[config.mk]
export PLATFORM = sky130hd
export DESIGN_NAME = uart_tx_arbiter_flat
export DESIGN_NICKNAME = d
export VERILOG_FILES = /design/src/rtl/uart_tx_arbiter_if.sv /design/src/rtl/uart_tx_arbiter.sv /design/src/flat_wrapper.sv
export SDC_FILE = /design/constraint.sdc
export NUM_CORES = 1
export LEC_CHECK = 0
export ABC_AREA = 1
export CORE_MARGIN = 5
export CORE_UTILIZATION = 25
export DETAILED_ROUTE_END_ITERATION = 10
export GPL_TIMING_DRIVEN = 1
export PLACE_DENSITY = 0.6
export SYNTH_ARGS = -nofsm -noshare
export SYNTH_HDL_FRONTEND = slang
export SYNTH_SLANG_ARGS = --single-unit
export TNS_END_PERCENT = 10
[constraint.sdc]
create_clock -name clk -period 2.82 [get_ports clk]
set_input_delay 0.423 -clock clk [delete_from_list [all_inputs] [get_ports clk]]
set_output_delay 0.423 -clock clk [all_outputs]
set_load 0.02 [all_outputs]
[src/rtl/uart_tx_arbiter_if.sv]
// uart_tx_arbiter_if: signal bundle between the byte requesters / UART
// transmitter side (master) and the arbiter (slave).
interface uart_tx_arbiter_if #(
    parameter int NUM_REQ = 4,
    parameter int ID_W    = 2
) ();
    logic [NUM_REQ-1:0]   req;
    logic [NUM_REQ*8-1:0] req_data;
    logic                 tx_busy;
    logic [NUM_REQ-1:0]   ack;
    logic [ID_W-1:0]      gnt_id;
    logic [7:0]           p_data;
    logic                 data_valid;
    logic                 arb_busy;

    modport master (
        output req, req_data, tx_busy,
        input  ack, gnt_id, p_data, data_valid, arb_busy
    );

    modport slave (
        input  req, req_data, tx_busy,
        output ack, gnt_id, p_data, data_valid, arb_busy
    );
endinterface

[src/rtl/uart_tx_arbiter.sv]
// uart_tx_arbiter: shares one UART transmitter between NUM_REQ byte
// requesters. A grant loads the byte with a one-cycle data_valid, then the
// arbiter follows the transmitter's busy flag through the whole frame; if
// busy never rises within START_TIMEOUT cycles the same byte is re-issued.
// Optional feature macro: UART_ARB_ROUND_ROBIN_EN selects round-robin
// arbitration; without it the lowest requesting index always wins.
module uart_tx_arbiter #(
    parameter int NUM_REQ       = 4,
    parameter int ID_W          = 2,
    parameter int START_TIMEOUT = 4
) (
    input  logic             clk,
    input  logic             rst_n,
    uart_tx_arbiter_if.slave bus
);
    localparam logic [1:0] ST_IDLE       = 2'd0;
    localparam logic [1:0] ST_ISSUE      = 2'd1;
    localparam logic [1:0] ST_WAIT_START = 2'd2;
    localparam logic [1:0] ST_WAIT_DONE  = 2'd3;
    localparam int         CNT_W         = 4;

    logic [1:0]         state_reg, state_next;
    logic [CNT_W-1:0]   cnt_reg, cnt_next, cnt_inc;
    logic [7:0]         p_data_reg, p_data_next;
    logic [ID_W-1:0]    gnt_id_reg, gnt_id_next;
    logic [NUM_REQ-1:0] ack_reg, ack_next;
    logic               data_valid_reg;
    logic               arb_busy_reg;

    logic [7:0]         req_byte [NUM_REQ];
    logic [NUM_REQ-1:0] win_onehot;
    logic               win_found;
    logic [ID_W-1:0]    win_id;

    // Unpack the requester bytes and decode the winner into a one-hot ack.
    genvar gi;
    generate
        for (gi = 0; gi < NUM_REQ; gi++) begin : g_req
            assign req_byte[gi]   = bus.req_data[8*gi +: 8];
            assign win_onehot[gi] = win_found && (win_id == ID_W'(gi));
        end
    endgenerate

`ifdef UART_ARB_ROUND_ROBIN_EN
    logic [ID_W-1:0] rr_ptr_reg;
    logic [ID_W-1:0] rr_idx;

    // Rotating search that starts just after the most recent grant.
    always_comb begin
        win_found = 1'b0;
        win_id    = '0;
        rr_idx    = '0;
        for (int off = 1; off <= NUM_REQ; off++) begin
            rr_idx = ID_W'((int'(rr_ptr_reg) + off) % NUM_REQ);
            if (!win_found && bus.req[rr_idx]) begin
                win_found = 1'b1;
                win_id    = rr_idx;
            end
        end
    end

    // Pointer remembers the last grant; it moves only when a grant is made.
    always_ff @(posedge clk or negedge rst_n) begin
        if (!rst_n) begin
            rr_ptr_reg <= ID_W'(NUM_REQ - 1);
        end else if (state_reg == ST_IDLE && win_found) begin
            rr_ptr_reg <= win_id;
        end
    end
`else
    // Fixed priority: scanning downwards leaves the lowest requester as winner.
    always_comb begin
        win_found = 1'b0;
        win_id    = '0;
        for (int i = NUM_REQ - 1; i >= 0; i--) begin
            if (bus.req[ID_W'(i)]) begin
                win_found = 1'b1;
                win_id    = ID_W'(i);
            end
        end
    end
`endif

    assign cnt_inc = cnt_reg + 1'b1;

    // Next-state logic; ack is produced only on the idle-to-issue grant, never on a re-issue.
    always_comb begin
        state_next  = state_reg;
        cnt_next    = cnt_reg;
        p_data_next = p_data_reg;
        gnt_id_next = gnt_id_reg;
        ack_next    = '0;
        case (state_reg)
            ST_IDLE: begin
                if (win_found) begin
                    state_next  = ST_ISSUE;
                    p_data_next = req_byte[win_id];
                    gnt_id_next = win_id;
                    ack_next    = win_onehot;
                end
            end
            ST_ISSUE: begin
                cnt_next   = '0;
                state_next = ST_WAIT_START;
            end
            ST_WAIT_START: begin
                if (bus.tx_busy) begin
                    state_next = ST_WAIT_DONE;
                end else if (cnt_inc == CNT_W'(START_TIMEOUT)) begin
                    state_next = ST_ISSUE;
                end else begin
                    cnt_next = cnt_inc;
                end
            end
            ST_WAIT_DONE: begin
                if (!bus.tx_busy) begin
                    state_next = ST_IDLE;
                end
            end
            default: state_next = ST_IDLE;
        endcase
    end

    // State and registered outputs; strobes are derived from the next state so they line up with it.
    always_ff @(posedge clk or negedge rst_n) begin
        if (!rst_n) begin
            state_reg      <= ST_IDLE;
            cnt_reg        <= '0;
            p_data_reg     <= 8'h00;
            gnt_id_reg     <= '0;
            ack_reg        <= '0;
            data_valid_reg <= 1'b0;
            arb_busy_reg   <= 1'b0;
        end else begin
            state_reg      <= state_next;
            cnt_reg        <= cnt_next;
            p_data_reg     <= p_data_next;
            gnt_id_reg     <= gnt_id_next;
            ack_reg        <= ack_next;
            data_valid_reg <= (state_next == ST_ISSUE);
            arb_busy_reg   <= (state_next != ST_IDLE);
        end
    end

    assign bus.ack        = ack_reg;
    assign bus.gnt_id     = gnt_id_reg;
    assign bus.p_data     = p_data_reg;
    assign bus.data_valid = data_valid_reg;
    assign bus.arb_busy   = arb_busy_reg;
endmodule

[src/flat_wrapper.sv]
// flat-port wrapper written by rule: the top's interface ports become plain ports
module uart_tx_arbiter_flat 
#(
    parameter int NUM_REQ       = 4,
    parameter int ID_W          = 2,
    parameter int START_TIMEOUT = 4
)
  (clk, rst_n, bus_req, bus_req_data, bus_tx_busy, bus_ack, bus_gnt_id, bus_p_data, bus_data_valid, bus_arb_busy);
  uart_tx_arbiter_if #(.NUM_REQ(NUM_REQ), .ID_W(ID_W)) bus_i ();
  input  logic clk;
  input  logic rst_n;
  input wire logic [$bits(bus_i.req)-1:0] bus_req;
  input wire logic [$bits(bus_i.req_data)-1:0] bus_req_data;
  input wire logic [$bits(bus_i.tx_busy)-1:0] bus_tx_busy;
  output wire logic [$bits(bus_i.ack)-1:0] bus_ack;
  output wire logic [$bits(bus_i.gnt_id)-1:0] bus_gnt_id;
  output wire logic [$bits(bus_i.p_data)-1:0] bus_p_data;
  output wire logic [$bits(bus_i.data_valid)-1:0] bus_data_valid;
  output wire logic [$bits(bus_i.arb_busy)-1:0] bus_arb_busy;
  assign bus_i.req = bus_req;
  assign bus_i.req_data = bus_req_data;
  assign bus_i.tx_busy = bus_tx_busy;
  assign bus_ack = bus_i.ack;
  assign bus_gnt_id = bus_i.gnt_id;
  assign bus_p_data = bus_i.p_data;
  assign bus_data_valid = bus_i.data_valid;
  assign bus_arb_busy = bus_i.arb_busy;
  uart_tx_arbiter #(.NUM_REQ(NUM_REQ), .ID_W(ID_W), .START_TIMEOUT(START_TIMEOUT)) u_core (.clk(clk), .rst_n(rst_n), .bus(bus_i));
endmodule
Word-level counts from Yosys, hierarchy flattened
Index checks and enable logic that the tools add are counted.
{"block": "word_totals", "regBits": 22, "latch_bits": 0, "mem_bits_rw": 0, "rom_bits": 0, "inputBits": 39, "out_inout_bits": 16, "elab_cells": 47, "memories": 0}
{"block": "op_classes", "addsub": 1, "mul": 0, "div": 0, "magnitude_cmp": 1, "n_eq_ne": 10, "shift": 0, "mux": 17, "bitwise": 1, "reduce_logical": 10}
{"cell": "$bmux W8 S2", "n": 1}
{"cell": "$mux W4", "n": 4}
{"cell": "$mux W8", "n": 2}
{"cell": "$mux W2", "n": 6}
{"cell": "$eq A2 B2 Y1 const B", "n": 4}
{"cell": "$pmux W2 S4", "n": 1}
{"cell": "$pmux W4 S2", "n": 1}
{"cell": "$eq A2 B1 Y1 const B", "n": 3}
{"cell": "$add A4 B1 Y4 const B", "n": 1}
{"cell": "$eq A4 B3 Y1 const B", "n": 1}
{"cell": "$logic_and A1 B1 Y1", "n": 4}
{"cell": "$logic_not A2 Y1", "n": 2}
{"cell": "$ne A2 B2 Y1 const B", "n": 2}
{"cell": "$reduce_bool A2 Y1", "n": 2}
{"cell": "$ge A3 B3 Y1 const B", "n": 1}
{"cell": "$not A2 Y3", "n": 1}
{"cell": "$reduce_and A3 Y1", "n": 1}
{"cell": "$mux W1", "n": 2}
{"cell": "$reduce_and A2 Y1", "n": 1}

Depth between registers and ports, before layout
Gate-level depths: netlist of the first run.
{"block": "logic_depth", "depth_word": 6, "ltp_mapped": 9, "depth_no_buf": 9}

Worst setup path after synthesis of the first run
Ideal clock, no wire load.
{"block": "synth_path", "path_type": "register to register", "start": "reg u_core.cnt_reg[0]", "end": "reg u_core.cnt_reg[2]", "setup_time_ps": 117, "arrival_time_ps": 1095, "t_required_ps": 2703, "path_slack_ps": 1608, "path_stages_with_launch": 10, "path_buffers": 0, "period_less_slack_ps": 1212, "cell_sequence": "dfrtp_1 > ha_1 > inv_1 > nor2_1 > nand3_2 > nand2_1 > nand2_2 > nand2_2 > nand2_1 > nand2_1"}
{"block": "synth_via", "elab_chain_len": 4, "elab_cells_between_ends": 7, "cone_classes": "1 x add/sub; 2 x eq/ne; 3 x mux; 1 x reduce/logical"}
{"item": "start, declared", "line": "uart_tx_arbiter.sv:23", "source": "logic [CNT_W-1:0] cnt_reg, cnt_next, cnt_inc;"}
{"item": "start signal, assigned", "line": "uart_tx_arbiter.sv:136", "source": "cnt_reg <= cnt_next;"}
{"item": "$add A4 B1 Y4 (*)", "line": "uart_tx_arbiter.sv:84", "source": "assign cnt_inc = cnt_reg + 1'b1;"}
{"item": "$eq A4 B3 Y1 / $mux W4 (equally long branches)", "line": "uart_tx_arbiter.sv:109", "source": "end else if (cnt_inc == CNT_W'(START_TIMEOUT)) begin"}
{"item": "$ne A2 B2 Y1 (no line) / $mux W4 (equally long branches)"}
{"item": "$reduce_and A3 Y1 (no line) / $pmux W4 S2 (equally long branches)"}
Mark *: on every way between the ends. The rest lies on a longest branch, timed or not. The select of a mux whose other input is x is not followed.
A chain may end at the register's enable or synchronous reset.

Final worst setup path of the first run
{"block": "layout_path", "start": "reg u_core.p_data_reg[3] (netlist: u_core.bus.p_data[3])", "end": "out bus_p_data[3]"}
{"item": "start, declared", "line": "uart_tx_arbiter.sv:24", "source": "logic [7:0] p_data_reg, p_data_next;"}
{"item": "start signal, assigned", "line": "uart_tx_arbiter.sv:137", "source": "p_data_reg <= p_data_next;"}
{"item": "end, declared", "line": "flat_wrapper.sv:17", "source": "output wire logic [$bits(bus_i.p_data)-1:0] bus_p_data;"}
No word-level cell between the ends.

==> out/metrics.csv, run 1 <==
stage,metric,value,unit
floorplanning,die_area,4830,sq um
global_routing,grt-ovfl-total,0,
clocking,cts_repair_resize_count,0,
finish,antenna_cells_inserted,0,
placed_design,port_buffers,32,
clocking,cts_setup_buffers,0,
synth,synthesis.area,886,sq um
finish,largest_register_ff_count,8,
timing,finClkSkew,0.00466,ns
floorplanning,die_w,69.5,um
power_and_ir_drop,peak_vdd_ir,0.285,mV
route,routed_wirelength,2190,um
synth,ys_types,20,
outcome,status,completed,
floorplanning,core_region_area,3390,sq um
worst_setup_path,timing.critical_path.arrival,1.30,ns
worst_setup_path,regToRegEndpoint,u_core.cnt_reg[3]$_DFFE_PN0P_,
synth,seq_area_frac_synth,53.7,%
timing,setup_total_negative_slack,0,ns
route,wl_per_cell,11.7,um
worst_setup_path,critical_path.startpoint_type,flip-flop,
clocking,cts_root_buffer,sky130_fd_sc_hd__clkbuf_4,
worst_setup_path,timing.critical_path.slowest_stage_cell,sky130_fd_sc_hd__clkdlybuf4s50_1,
finish,layout.cells.most_common_list,"sky130_fd_sc_hd__nand2_1 (38), sky130_fd_sc_hd__clkdlybuf4s50_1 (32), sky130_fd_sc_hd__dfrtp_1 (19)",
power_and_ir_drop,p_leak,0.596,nW
min_path,whs_path_depth,2,
worst_setup_path,timing_worst_setup_path_type,flip-flop to output port,
finish,core_occupancy_in_the_finished_layout,37.7,%
clocking,cts_max_level,1,
timing,timing_hold_violations_final,0,
route,detail-route-antenna-nets,0,
global_routing,global_route_wire_length_before_repair,3710,um
clocking,cts.hold.buffers_added,0,
finish,layout-drive-gt1-share,8.51,%
route,total_via_count_in_the_routed_design,805,
clocking,cts.path.max_buffers,2,
global_routing,grt_antenna_before_repair,0,
finish,most_frequent_standard_cell_in_the_layout_excluding_fill_and_tap_cells,sky130_fd_sc_hd__nand2_1,
timing,final.min_clock_period,1.72,ns
placed_design,hpwlAfterDp,1640,um
route,routed_via_density,4.30,
worst_setup_path,timing.reg2reg.setup_slack,1.45,ns
floorplanning,die_height,69.5,um
worst_setup_path,critPathRequiredTime,2.40,ns
route,dr.pass1.iters,4,
worst_setup_path,crit_buf_inv,1,
clocking,tritoncts_clock_tree,done,
worst_setup_path,critPathTopFamily,buffers and inverters,
worst_setup_path,critPathMaxStageDelay,0.61,ns
min_path,worstHoldStart,u_core.bus.p_data[4]$_DFFE_PN0N_,
floorplanning,start_util,26.1,%
timing,worst_slew_pin_tran,0.835,ns
clocking,cts-buffers-inserted,3,
job,maxCapViolCount,0,
global_routing,globalRouteTotalUtil,9.50,%
timing,slew_violations,0,
placed_design,post-place-ws,1.21,ns
synth,synthesis.yosys.warnings,0,
worst_setup_path,critical_path.reg2reg.startpoint,u_core.cnt_reg[0]$_DFFE_PN0P_,
worst_setup_path,worst_setup_path_end_kind,output port,
timing,maxClockFrequency,581,MHz
synth,synthCells,106,
synth,synth.ff_latch_count,19,
synth,yosys-top-cells-area,"sky130_fd_sc_hd__dfrtp_1 (54%), sky130_fd_sc_hd__nand2_1 (16%), sky130_fd_sc_hd__nand3_1 (7.9%), sky130_fd_sc_hd__inv_1 (3.8%), sky130_fd_sc_hd__nor2_1 (3.0%)",
clocking,clkLatencyLatePin,0.30,ns
global_routing,grt_pass1_vias,846,
power_and_ir_drop,p_per_cell_area,933,nW/um^2
placed_design,gp_congestion,0.740,
min_path,min_to,u_core.bus.p_data[4]$_DFFE_PN0N_,
worst_setup_path,crit_path_start,u_core.bus.p_data[3]$_DFFE_PN0N_,
worst_setup_path,timing.reg2reg.worst_path_depth,9,
timing,worst_slack,1.10,ns
timing,timing.final.crit_share,61.0,%
finish,layout-area-overhead-vs-synth,44.1,%
min_path,min-delay-path-class,flip-flop to flip-flop,
synth,post_synth.cell_area_avg,8.36,sq um
floorplanning,floorplan.io_pins,55,
clocking,clkSlewWorstSetupHoldPaths,0.11,ns
route,detail_route.drc_violations,0,
timing,unrepaired_setup_endpoints_after_global_routing,no,
route,drt-initial-drc-count,27,
global_routing,grt_start_max_net_pins,20,
timing,slew_headroom,44.2,%
worst_setup_path,worst-path-max-fanout,2,
synth,synthDominantCellAreaShare,53.7,%
floorplanning,row_count,21,
clocking,cts.sinks,19,
timing,setup_viol,0,
synth,synth_top_cell_by_area,sky130_fd_sc_hd__dfrtp_1,
finish,number_of_nets_at_the_end_of_the_flow,182,
worst_setup_path,cell_breakdown_of_the_critical_path,clkdlybuf4s50_1,
-- area by class of cell --
type	count	area [sq um]
Clock buffer	3	22.5
Clock inverter	1	5.00
Fill cell	349	2110
Tap cell	46	57.6
Timing Repair Buffer	32	320
Multi-Input combinational cell	74	348
Sequential cell	19	475
Inverter	12	47.5
-- how the worst max path moves through the flow --
stage,end,cells after the start
after CTS,bus_p_data[3],1
final,bus_p_data[3],1
after global routing,bus_p_data[7],1
after global placement,u_core.bus.p_data[2]$_DFFE_PN0N_,5
after detailed placement,u_core.bus.p_data[4]$_DFFE_PN0N_,5
after floorplan,u_core.cnt_reg[2]$_DFFE_PN0P_,9
-- per-layer routing --
| layer | share of wire (%) | vias up | global-route usage [%] |
|---|---|---|---|
| li1 | - | 398 | - |
| met1 | 42 | 371 | 11.1 |
| met2 | 49 | 31 | 15.6 |
| met3 | 5.9 | 5 | 2.32 |
| met4 | 2.4 | 0 | 5.86 |
| met5 | 0 | - | 0 |
-- Yosys cell counts (all sizes together) --
master / number
conb: 1
a211oi: 1
clkinv: 1
nand4: 2
or2: 1
ha: 1
inv: 11
xnor2: 1
nor2: 9
nand3: 15
dfrtp: 19
nand2: 40
o211ai: 1
buf: 3
-- stage by stage --
step | cells | area (sq um) | hold WS, ns | power, mW
after global placement | 183 | 1250 | 0.478 | 1.04
final | 187 | 1280 | 0.511 | 1.19
after detailed placement | 183 | 1250 | 0.486 | 1.06
after CTS | 187 | 1280 | 0.515 | 1.21
after global routing | 187 | 1280 | 0.531 | 1.28
after floorplan | 108 | 893 | 0.127 | 0.798
-- cell families (layout without fill, tap and decap cells) --
kind of cell / after synthesis / after routing / share of synthesized area [%]
xor gates and xnor gates: 1 / 1 / 0.989
adders and majority gates: 1 / 1 / 1.41
buffers and inverters: 15 / 48 / 7.91
and+or+nand+nor: 67 / 67 / 33.9
other: 1 / 3 / 0.423
DFF: 19 / 19 / 53.7
AOI/OAI and AO/OA: 2 / 2 / 1.70
-- power by group --
| group | total [mW] | leakage [nW] | switching [mW] | internal (mW) |
|---|---|---|---|---|
| logic | 0.590 | 0.341 | 0.330 | 0.260 |
| clock network | 0.143 | 0.0177 | 0.0897 | 0.0529 |
| registers | 0.458 | 0.237 | 0.0818 | 0.376 |
(Power assumes the default switching activity.)
==> run 2, diff against run 1 <==
Settings changed: PLACE_DENSITY 0.6 to 0.62.
Clock period 2.82 ns to 1.51 ns, I/O delays scaled along.
==> run 2 against run 1 <==
Clock power rose by 85%. Sequential cell count did not move. Clock skew fell by 0.0014 ns. Sequential power rose by 86%. Clock-buffer cell count did not move. Largest cell class unchanged.
==> out/metrics.csv, run 2 (synthesis results as in run 1) <==
stage,metric,value,unit,change
placed_design,port_buffers,32,,unchanged
clocking,clkSlewWorstSetupHoldPaths,0.11,ns,about the same
timing,timing_hold_violations_final,0,,unchanged
floorplanning,die_w,69.5,um,unchanged
timing,maxClockFrequency,686,MHz,
route,total_via_count_in_the_routed_design,821,,+2.0%
clocking,cts.hold.buffers_added,0,,unchanged
finish,antenna_cells_inserted,0,,unchanged
route,drt-initial-drc-count,31,,+15%
placed_design,post-place-cells,184,,+0.55%
timing,final.min_clock_period,1.46,ns,
clocking,clkLatencyLatePin,0.30,ns,about the same
route,detail-route-antenna-nets,0,,unchanged
clocking,cts_max_level,1,,unchanged
clocking,tritoncts_clock_tree,done,,
worst_setup_path,timing.critical_path.arrival,1.23,ns,-0.07 ns
power_and_ir_drop,peak_vdd_ir,0.495,mV,+74%
worst_setup_path,critPathMaxStageDelay,0.59,ns,-0.02 ns
timing,timing.final.crit_share,96.6,%,
placed_design,post-place-ws,0.122,ns,-1.09 ns
worst_setup_path,regToRegEndpoint,u_core.cnt_reg[1]$_DFFE_PN0P_,,
timing,worst_slack,0.0514,ns,-1.05 ns
worst_setup_path,timing.critical_path.slowest_stage_cell,sky130_fd_sc_hd__clkdlybuf4s50_1,,
worst_setup_path,critical_path_depth,1,,unchanged
timing,unrepaired_setup_endpoints_after_global_routing,no,,
worst_setup_path,critical_path.reg2reg.startpoint,u_core.cnt_reg[0]$_DFFE_PN0P_,,
worst_setup_path,worst_setup_path_end_kind,output port,,
global_routing,global_route_wire_length_before_repair,3540,um,-4.5%
power_and_ir_drop,totalPowerFinal,2.13,mW,+79%
worst_setup_path,cell_breakdown_of_the_critical_path,clkdlybuf4s50_1,,
global_routing,grt-ovfl-total,0,,unchanged
floorplanning,die_area,4830,sq um,unchanged
worst_setup_path,critPathRequiredTime,1.28,ns,-1.12 ns
finish,fin_cells,188,,+0.53%
timing,setup_total_negative_slack,0,ns,unchanged
global_routing,grt_antenna_before_repair,0,,unchanged
finish,layout-area-overhead-vs-synth,44.1,%,unchanged
worst_setup_path,critPathTopFamily,buffers and inverters,,
min_path,min-delay-path-class,input port to async pin,,
power_and_ir_drop,p_leak,0.625,nW,+4.9%
timing,setup_viol,0,,unchanged
finish,layout.cells.most_common_list,"sky130_fd_sc_hd__nand2_1 (38), sky130_fd_sc_hd__clkdlybuf4s50_1 (23), sky130_fd_sc_hd__dfrtp_1 (19)",,
timing,slew_violations,0,,unchanged
worst_setup_path,crit_buf_inv,1,,unchanged
placed_design,gp_congestion,0.671,,-9.3%
worst_setup_path,critical_path.startpoint_type,flip-flop,,
worst_setup_path,worst-path-max-fanout,1,,-1
clocking,cts_root_buffer,sky130_fd_sc_hd__clkbuf_4,,
floorplanning,row_count,21,,unchanged
global_routing,globalRouteTotalUtil,9.11,%,-0.39 points
timing,whs,0.237,ns,-0.274 ns
route,detail_route.drc_violations,0,,unchanged
clocking,cts.sinks,19,,unchanged
floorplanning,start_util,26.1,%,unchanged
route,dr.pass1.iters,5,,+1
route,wl_per_cell,11.0,um,-5.9%
floorplanning,floorplan.io_pins,55,,unchanged
placed_design,hpwlAfterDp,1610,um,-1.8%
worst_setup_path,timing.reg2reg.setup_slack,0.15,ns,-1.30 ns
finish,layout-drive-gt1-share,9.15,%,+0.64 points
worst_setup_path,timing_worst_setup_path_type,flip-flop to output port,,
worst_setup_path,crit_path_start,u_core.bus.ack[1]$_DFF_PN0_,,
route,routed_via_density,4.37,,+1.4%
worst_setup_path,critPathCapture,bus_ack[1],,
global_routing,grt_pass1_vias,840,,-0.71%
floorplanning,core_region_area,3390,sq um,unchanged
timing,finClkSkew,0.00330,ns,-0.00136 ns
outcome,status,completed,,
global_routing,grt_start_max_net_pins,20,,unchanged
finish,largest_register_ff_count,8,,unchanged
worst_setup_path,timing.reg2reg.worst_path_depth,9,,unchanged
floorplanning,die_height,69.5,um,unchanged
power_and_ir_drop,p_per_cell_area,1670,nW/um^2,+79%
finish,number_of_nets_at_the_end_of_the_flow,183,,+0.55%
clocking,cts-buffers-inserted,3,,unchanged
finish,most_frequent_standard_cell_in_the_layout_excluding_fill_and_tap_cells,sky130_fd_sc_hd__nand2_1,,
job,maxCapViolCount,0,,unchanged
route,routed_wirelength,2070,um,-5.4%
clocking,cts.path.max_buffers,2,,unchanged
run 2: changes by cell type in the layout (fill, tap and decap cells not counted):
cell and delta:
sky130_fd_sc_hd__dlygate4sd2_1 +8, sky130_fd_sc_hd__dlymetal6s2s_1 +1, sky130_fd_sc_hd__clkdlybuf4s50_1 -9, sky130_fd_sc_hd__buf_4 +1
run 2: repair_timing:
item / CTS / global route
resized for setup: 8 / 1
setup endpoints to repair: 8 / 1
gates cloned: 0 / 0
buffers inserted: 0 / 0
run 2: worst min-delay path by stage:
stage | to | slack, ns | cells after the start
after floorplan | u_core.bus.ack[0]$_DFF_PN0_ | -0.07 | 0
after global placement | u_core.bus.p_data[0]$_DFFE_PN0N_ | 0.49 | 2
after detailed placement | u_core.bus.p_data[7]$_DFFE_PN0N_ | 0.49 | 2
after CTS | u_core.cnt_reg[0]$_DFFE_PN0P_ | 0.24 | 2
after global routing | u_core.bus.p_data[3]$_DFFE_PN0N_ | 0.26 | 2
final | u_core.cnt_reg[0]$_DFFE_PN0P_ | 0.24 | 2
run 2: power by group:
part	internal [mW]	switching, mW
Combinational	0.411	0.608
Sequential	0.702	0.149
Clock	0.0989	0.165
run 2: metrics by stage:
stage          cell area, sq um  utilization (%)
2_1_floorplan               893                -
4_1_cts                    1270             37.6
3_5_place_dp               1260             37.1
5_1_grt                    1280             37.7
3_3_place_gp               1260             37.1
6_report                   1280             37.7
run 2: layer usage:
metal	vias up	track usage, %	wire length (um)
met5	-	0	0
met4	0	6.51	65
met3	4	1.88	142
met2	30	15.8	1010
met1	388	9.74	853
li1	399	-	-
run 2: final cells by class:
cell class / count / area (sq um)
Clock buffer: 3 / 22.5
Clock inverter: 1 / 5.00
Fill cell: 356 / 2110
Inverter: 12 / 47.5
Multi-Input combinational cell: 74 / 348
Sequential cell: 19 / 475
Tap cell: 46 / 57.6
Timing Repair Buffer: 33 / 320
